File: src/rtl/oled_char_bridge.sv
// Ibex data-bus slave feeding the OLED character RAM write port and the board LEDs.
// Byte lanes of character stores are queued in a small FIFO and drained one byte per cycle.
module oled_char_bridge #(
    parameter logic [31:0] BASE_ADDR  = 32'h0003_8000,
    parameter int unsigned FIFO_DEPTH = 8
) (
    input  logic        clk_i,
    input  logic        rst_i,
    input  logic        data_req_i,
    output logic        data_gnt_o,
    output logic        data_rvalid_o,
    output logic        data_err_o,
    input  logic        data_we_i,
    input  logic [3:0]  data_be_i,
    input  logic [31:0] data_addr_i,
    input  logic [31:0] data_wdata_i,
    output logic [31:0] data_rdata_o,
    output logic        char_we_o,
    output logic [5:0]  char_addr_o,
    output logic [7:0]  char_data_o,
    output logic [7:0]  led_o
);

    localparam int unsigned PTR_W = $clog2(FIFO_DEPTH);
    localparam int unsigned LVL_W = PTR_W + 1;

    typedef struct packed {
        logic [5:0] addr;
        logic [7:0] data;
    } char_entry_t;

    char_entry_t             mem [FIFO_DEPTH];
    logic [PTR_W-1:0]        wr_ptr;
    logic [PTR_W-1:0]        rd_ptr;
    logic [LVL_W-1:0]        level;

    logic [6:0]              offset;
    logic                    is_led;
    logic                    is_status;
    logic                    is_rsvd;
    logic                    char_wr;
    logic [2:0]              push_count;
    logic [PTR_W-1:0]        lane_slot [4];
    logic                    do_push;
    logic                    do_pop;
    logic                    led_wr;
    logic                    rsp_err;
    logic [31:0]             rsp_rdata;
    logic [31:0]             level_ext;
    logic [3:0]              level_sat;
    logic [LVL_W-1:0]        room;

    // Upper address bits are decoded at top level; the window base is informational here.
    logic unused_bits;
    assign unused_bits = ^{data_addr_i[31:7] ^ BASE_ADDR[31:7]};

    // Address decode, lane slot assignment and grant.
    always_comb begin
        offset     = data_addr_i[6:0];
        is_led     = offset[6] && (offset[5:2] == 4'h0);
        is_status  = offset[6] && (offset[5:2] == 4'h1);
        is_rsvd    = offset[6] && (offset[5:3] != 3'h0);
        char_wr    = data_we_i && !offset[6];
        push_count = 3'd0;
        for (int k = 0; k < 4; k++) begin
            lane_slot[k] = wr_ptr + PTR_W'(push_count);
            if (data_be_i[k]) begin
                push_count = push_count + 3'd1;
            end
        end
        room       = LVL_W'(FIFO_DEPTH) - level;
        data_gnt_o = data_req_i && !rst_i &&
                     (!char_wr || (room >= LVL_W'(push_count)));
        do_push    = data_gnt_o && char_wr;
        do_pop     = (level != '0);
        led_wr     = data_gnt_o && data_we_i && is_led && data_be_i[0];
    end

    // Response payload for the access being granted this cycle.
    always_comb begin
        level_ext = 32'(level);
        level_sat = (level_ext > 32'd15) ? 4'hF : level_ext[3:0];
        rsp_err   = is_rsvd || (is_status && data_we_i);
        rsp_rdata = 32'h0;
        if (!data_we_i) begin
            if (is_led) begin
                rsp_rdata = {24'h0, led_o};
            end else if (is_status) begin
                rsp_rdata = {24'h0, level_sat, 3'b000, (level == '0) && !char_we_o};
            end
        end
    end

    // FIFO storage; writes are gated by the grant, which is low during reset.
    always_ff @(posedge clk_i) begin
        for (int k = 0; k < 4; k++) begin
            if (do_push && data_be_i[k]) begin
                mem[lane_slot[k]] <= '{addr: {data_addr_i[5:2], 2'(k)},
                                       data: data_wdata_i[8*k +: 8]};
            end
        end
    end

    always_ff @(posedge clk_i) begin
        if (rst_i) begin
            wr_ptr        <= '0;
            rd_ptr        <= '0;
            level         <= '0;
            char_we_o     <= 1'b0;
            char_addr_o   <= 6'h0;
            char_data_o   <= 8'h0;
            led_o         <= 8'h0;
            data_rvalid_o <= 1'b0;
            data_err_o    <= 1'b0;
            data_rdata_o  <= 32'h0;
        end else begin
            if (do_push) begin
                wr_ptr <= wr_ptr + PTR_W'(push_count);
            end
            level <= level + (do_push ? LVL_W'(push_count) : LVL_W'(0))
                           - LVL_W'(do_pop);
            char_we_o <= do_pop;
            if (do_pop) begin
                char_addr_o <= mem[rd_ptr].addr;
                char_data_o <= mem[rd_ptr].data;
                rd_ptr      <= rd_ptr + PTR_W'(1);
            end
            if (led_wr) begin
                led_o <= data_wdata_i[7:0];
            end
            data_rvalid_o <= data_gnt_o;
            data_err_o    <= data_gnt_o && rsp_err;
            data_rdata_o  <= data_gnt_o ? rsp_rdata : 32'h0;
        end
    end

endmodule

File: config.mk
export PLATFORM = sky130hd
export DESIGN_NAME = oled_char_bridge
export DESIGN_NICKNAME = d
export VERILOG_FILES = /design/src/rtl/oled_char_bridge.sv
export SDC_FILE = /design/constraint.sdc
export NUM_CORES = 1
export LEC_CHECK = 0
export BUFFER_PORTS_ARGS = -buffer_cell sky130_fd_sc_hd__buf_2
export CORE_ASPECT_RATIO = 1.5
export CORE_UTILIZATION = 58
export CTS_BUF_LIST = sky130_fd_sc_hd__clkbuf_4 sky130_fd_sc_hd__clkbuf_8 sky130_fd_sc_hd__clkbuf_16
export CTS_CLUSTER_DIAMETER = 100
export DETAILED_ROUTE_END_ITERATION = 6
export PLACE_DENSITY = 0.8
export SLEW_MARGIN = 20
export SYNTH_ARGS = -nofsm -noshare
export SYNTH_HDL_FRONTEND = slang
export SYNTH_SLANG_ARGS = --single-unit
File: constraint.sdc
create_clock -name clk_i -period 5.5 [get_ports clk_i]
set_clock_uncertainty 0.1 [all_clocks]
set_input_delay 0.825 -clock clk_i [delete_from_list [all_inputs] [get_ports clk_i]]
set_output_delay 0.825 -clock clk_i [all_outputs]
set_load 0.01 [all_outputs]
# After elaboration in Yosys (flattened, before gate mapping)
# Memories as Yosys holds them, arrays and structs flattened. A register that Yosys moved wholly into a read port is not among the register bits.
# Index checks and enable logic that the tools add are counted.
dict set report totals {
  reg_bits 53
  ram_bits 112
  out_inout_bits 58
  memories 1
}
# name words word_bits rd rd_ports_with_merged_regs write_ports line
set memory_table {}
lappend memory_table {mem 8 14 1 1 4 32} ;# char_entry_t mem [FIFO_DEPTH];
dict set report op_classes {
  addsub 11
  order_cmp 1
  n_eq_ne 1
  mux 15
  bitwise 1
  n_reduce_logical 29
}
# operator n
set ops {}
lappend ops {{1-bit logical AND} 17}
lappend ops {{8-bit 2-to-1 mux} 2}
lappend ops {{3-bit by 1-bit adder with 3-bit output (second input constant)} 4}
lappend ops {{3-bit adder} 4}
lappend ops {{3-bit 2-to-1 mux} 4}
lappend ops {{1-bit 2-to-1 mux} 9}
lappend ops {{4-bit logical NOT} 2}
lappend ops {{4-bit by 3-bit adder with 4-bit output} 1}
lappend ops {{4-bit by 1-bit == test with 1-bit output (second input constant)} 1}
lappend ops {{4-bit by 3-bit greater-or-equal comparator with 1-bit output} 1}
lappend ops {{1-bit logical NOT} 4}
lappend ops {{4-bit nonzero test} 1}
lappend ops {{4-bit OR reduction} 1}
lappend ops {{4-bit by 1-bit subtractor with 4-bit output} 1}
lappend ops {{4-bit subtractor (first input constant)} 1}
lappend ops {{3-bit nonzero test} 1}
lappend ops {{3-bit OR reduction} 1}
lappend ops {{1-bit logical OR} 2}
lappend ops {{1-bit NOT} 1}

# Depth between registers and ports, before layout
dict set report logic_depth {
  word_depth 14
  mapped_depth 20
}

# Worst setup path after synthesis
# OpenSTA, ideal clock, no wires.
dict set report synth_path {
  path_kind {input port to flip-flop}
  start {input data_be_i[1]}
  end {register level[3]}
  setup_time_ns 0.128
  arrival_time_ns 4.461
  required_ns 5.272
  path_slack_ns 0.811
  stages 20
  path_buffers 2
  cell_sequence {inv_1 > ha_1 > xor2_1 > ha_1 > mux2_2 > inv_1 > ha_1 > a21oi_1 > maj3_2 > buf_6 > buf_2 > a21oi_1 > nand2_1 > ha_1 > inv_1 > ha_1 > a21o_1 > a21oi_1 > xnor2_1 > nor2_1}
}
dict set report synth_between {
  elab_chain_cells 12
}
# item line
set synth_rtl {}
lappend synth_rtl {{start, declared} 14} ;# input logic [3:0] data_be_i,
lappend synth_rtl {{3-bit 2-to-1 mux *} 67} ;# if (data_be_i[k]) begin
lappend synth_rtl {{3-bit by 1-bit adder with 3-bit output} 68} ;# push_count = push_count + 3'd1;
lappend synth_rtl {{3-bit 2-to-1 mux *} 67}
lappend synth_rtl {{3-bit by 1-bit adder with 3-bit output} 68}
lappend synth_rtl {{3-bit 2-to-1 mux *} 67}
lappend synth_rtl {{4-bit by 3-bit greater-or-equal comparator with 1-bit output} 73} ;# (!char_wr || (room >= LVL_W'(push_count)));
lappend synth_rtl {{1-bit logical OR} 73}
lappend synth_rtl {{1-bit logical AND} 72} ;# data_gnt_o = data_req_i && !rst_i &&
lappend synth_rtl {{1-bit logical AND} 74} ;# do_push = data_gnt_o && char_wr;
lappend synth_rtl {{3-bit 2-to-1 mux *} 120} ;# level <= level + (do_push ? LVL_W'(push_count) : LVL_W'(0))
lappend synth_rtl {{4-bit by 3-bit adder with 4-bit output *} 120}
lappend synth_rtl {{4-bit by 1-bit subtractor with 4-bit output *} 121} ;# - LVL_W'(do_pop);
lappend synth_rtl {{end signal, assigned} 120}
lappend synth_rtl {{end, declared} 35} ;# logic [LVL_W-1:0] level;
# Mark *: on every way between the ends. The rest lies on a longest branch, timed or not.
# A chain may end at the register's enable or synchronous reset.

# Worst setup path after layout
dict set report layout_path {
  start {input data_be_i[0]}
  end {output data_gnt_o}
}
dict set report layout_between {
  elab_chain_cells 10
}
# item line
set layout_rtl {}
lappend layout_rtl {{1-bit 2-to-1 mux *} 67}
lappend layout_rtl {{3-bit by 1-bit adder with 3-bit output} 68}
lappend layout_rtl {{3-bit 2-to-1 mux *} 67}
lappend layout_rtl {{3-bit by 1-bit adder with 3-bit output} 68}
lappend layout_rtl {{3-bit 2-to-1 mux *} 67}
lappend layout_rtl {{3-bit by 1-bit adder with 3-bit output} 68}
lappend layout_rtl {{3-bit 2-to-1 mux *} 67}
lappend layout_rtl {{4-bit by 3-bit greater-or-equal comparator with 1-bit output *} 73}
lappend layout_rtl {{1-bit logical OR *} 73}
lappend layout_rtl {{1-bit logical AND *} 72}
lappend layout_rtl {{end, declared} 10} ;# output logic data_gnt_o,
# Marked as above.

==> summary.txt <==
Result of the run = finished, violations left
Failing checks = DRC
Mux share of post-synthesis cell area = 10.1%
Placer Congestion = 1.06
Row count = 56
Area grow syn2layout = 12.0%
Routed vias = 7779
Max IR drop VDD = 494 uV
Worst-Skew Late Latency = 0.44 ns
DRC Markers = 23
CTS tree = built
Fraction of layout cells with a size suffix above 1 = 22.0%
Commonest cells after routing, fill and taps aside = edfxtp_1 (96), buf_2 (78), nor2_1 (74), nand2_1 (73), a221oi_1 (64)
Top_reg_cell synth = edfxtp_1
Clock Power Share = 30.7%
Fmax = 211 MHz
Wirelength per Cell = 25.1 microns
Hold Fails Final Rpt = 0
Final Non-Filler Cells = 1132
Sw Ratio = 36.6%
Startpoint Class = input pin
Die height = 156 microns
Placed cell count = 1100
Clock Sinks = 155
Crit Path Category = in -> out
Die area = 0.0164 sq mm
TritonCTS buffer count = 17
Worst Path Max Fanout = 18
Pwr dens = 378 mW/mm^2
Pins Over Slew Limit = 0
Initial antenna violation count = 0
Worst rel slew slack = 32.7%
Crit. End Element = output port
Post-synthesis simple-gate area fraction = 10.8%
Post-synthesis adder-cell area fraction = 3.55%
Tot Pwr = 3.89 mW
Post-synthesis xor/xnor area fraction = 2.09%
Dpl hpwl = 19.3 mm
Largest net degree at the start of global routing = 37
Fill cell count = 1223
Min-delay worst type = reg -> reg
Detailed Route Iter0 Violations = 1275
Routed vias/inst = 6.87
Yosys reg bits = 155
CTS max path bufs = 2
Clock transition at path regs = 0.07 ns
Hold Buf Count CTS = 0
N_diodes = 0
H-tree levels = 4
Io pins = 130
Port bufs = 78
Synth Area in Compound Gates = 22.9%
Sequential share of power = 38.3%
Routed wire length = 28.4 mm
Leakage power = 3.81 nW
RSZ-0062 raised after global routing = no
Pre-antenna DRT Iters = 7
First-pass GRT wire length = 43.0 mm
Total track usage = 35.8%
Netlist cell types = 65
Max-cap violations = 0
Post-route clock period utilization = 86.3%
Cell area after layout = 0.0103 sq mm
ANT nets after route = 0
Synth async-reset ratio = 0%
Cells after Synth = 856
Setup_tns = 0 ns
Mean Syn Cell Area = 10.7 sq um
Sw power = 1.42 mW
Placed Area = 0.00969 sq mm
Number of endpoints failing setup at the final stage = 0
Setup bufs post-CTS = 0
Combinational power share = 30.9%
Most common cell after layout, fill and taps aside = edfxtp_1
Pint = 2.47 mW
Final net count = 1010
Worst slew pin tran = 1.00 ns
Core ar. = 0.0156 sq mm
Yosys Warn Count = 0
Post-synth EDFFs = 96
Initial Util = 59.1%
Die width = 105 microns
Critical Path RT = 4.58 ns
Largest family of logic cells by synthesized area = compound AO/OA/AOI/OAI gates
Worst EP arrival = 3.82 ns
Part of the Yosys area used for sequential elements = 44.2%
Period minus WS final = 4.75 ns
Post-cts gate resize count = 0
Post-Syn Area = 0.00920 sq mm
Gr ovfl total = 0
Number of global-route vias before repair = 7577
Root Driver = clkbuf_16
## logic make-up after synthesis
logic type | count (synthesis)
flip-flops | 155
AO/OA/AOI/OAI | 268
XOR/XNOR | 22
multiplexers | 58
buffers and inverters | 112
AND/OR/NAND/NOR | 216
other | 1
adder cells (fa/ha/maj) | 24
## path summary, 6_finish.rpt
check	start	to	slack [ns]	cells past startpoint
max reg2reg	level[0]	mem[7][5]	2.00	10
min	mem[6][9]	mem[6][9]	0.37	1
max	data_be_i[0]	data_gnt_o	0.75	13
min reg2reg	mem[6][9]	mem[6][9]	0.37	1
## cell usage after synthesis, types with 23 or more instances
master	count	share of area (%)
edfxtp_1	96	31
nor2_1	74	3.0
nand2_1	73	3.0
a221oi_1	64	6.1
o21ai_0	63	3.4
dfxtp_1	59	13
clkbuf_1	33	1.3
mux2i_1	29	3.2
buf_4	28	2.3
mux4_2	28	6.9
o31ai_1	25	2.0
and2_1	23	1.6
buf_2	23	1.3
## state kept, by name, summed over array words and instances, names as in the netlist, 3 cells and up
register	count
mem	112
char_data_o	8
data_rdata_o	8
led_o	8
char_addr_o	6
level	4
rd_ptr	3
wr_ptr	3
## layer usage
| metal | global-route usage [%] | vias to the layer above | routed length [microns] |
|---|---|---|---|
| met4 | 24.2 | 0 | 2310 |
| met1 | 40.7 | 3598 | 9250 |
| met3 | 9.41 | 181 | 3450 |
| met2 | 59.4 | 625 | 13400 |
| li1 | - | 3375 | - |
| met5 | 0 | - | 0 |
## power groups by stage
stage / Sequential [mW] / Combinational (mW) / Clock (mW)
final: 1.49 / 1.20 / 1.20
after detailed placement: 1.52 / 1.19 / 0
after floorplan: 1.45 / 0.994 / 0
after global routing: 1.51 / 1.31 / 1.26
after global placement: 1.51 / 1.16 / 0
after CTS: 1.49 / 1.20 / 1.20
## cell type report
type                            count  area, sq um  share of cell area (%)
Clock buffer                       17          425                    4.13
Clock inverter                     15          185                    1.80
Inverter                           18         67.6                   0.656
Multi-Input combinational cell    612         4640                    45.1
Sequential cell                   155         4070                    39.5
Tap cell                          203          254                    2.47
Timing Repair Buffer              112          658                    6.39
## worst max-delay path: stages
cell    delay, ns
buf_2        0.14
inv_1        0.06
ha_1         0.40
xor2_1       0.25
ha_1         0.27
mux2_2       0.31
inv_1        0.07
ha_1         0.23
a21o_1       0.16
maj3_1       0.62
nor2_1       0.26
nor2_1       0.07
buf_2        0.14
## stage by stage
step / hold slack, ns / utilization (%) / worst slack [ns]
global route: 0.375 / 66.2 / 0.625
finish: 0.367 / 66.2 / 0.754
global placement: 0.346 / 62.3 / 0.692
CTS: 0.366 / 66.2 / 0.766
floorplan: 0.330 / - / 0.811
detailed placement: 0.351 / 62.3 / 0.680
No activity file was read; power rests on OpenSTA's default activity.
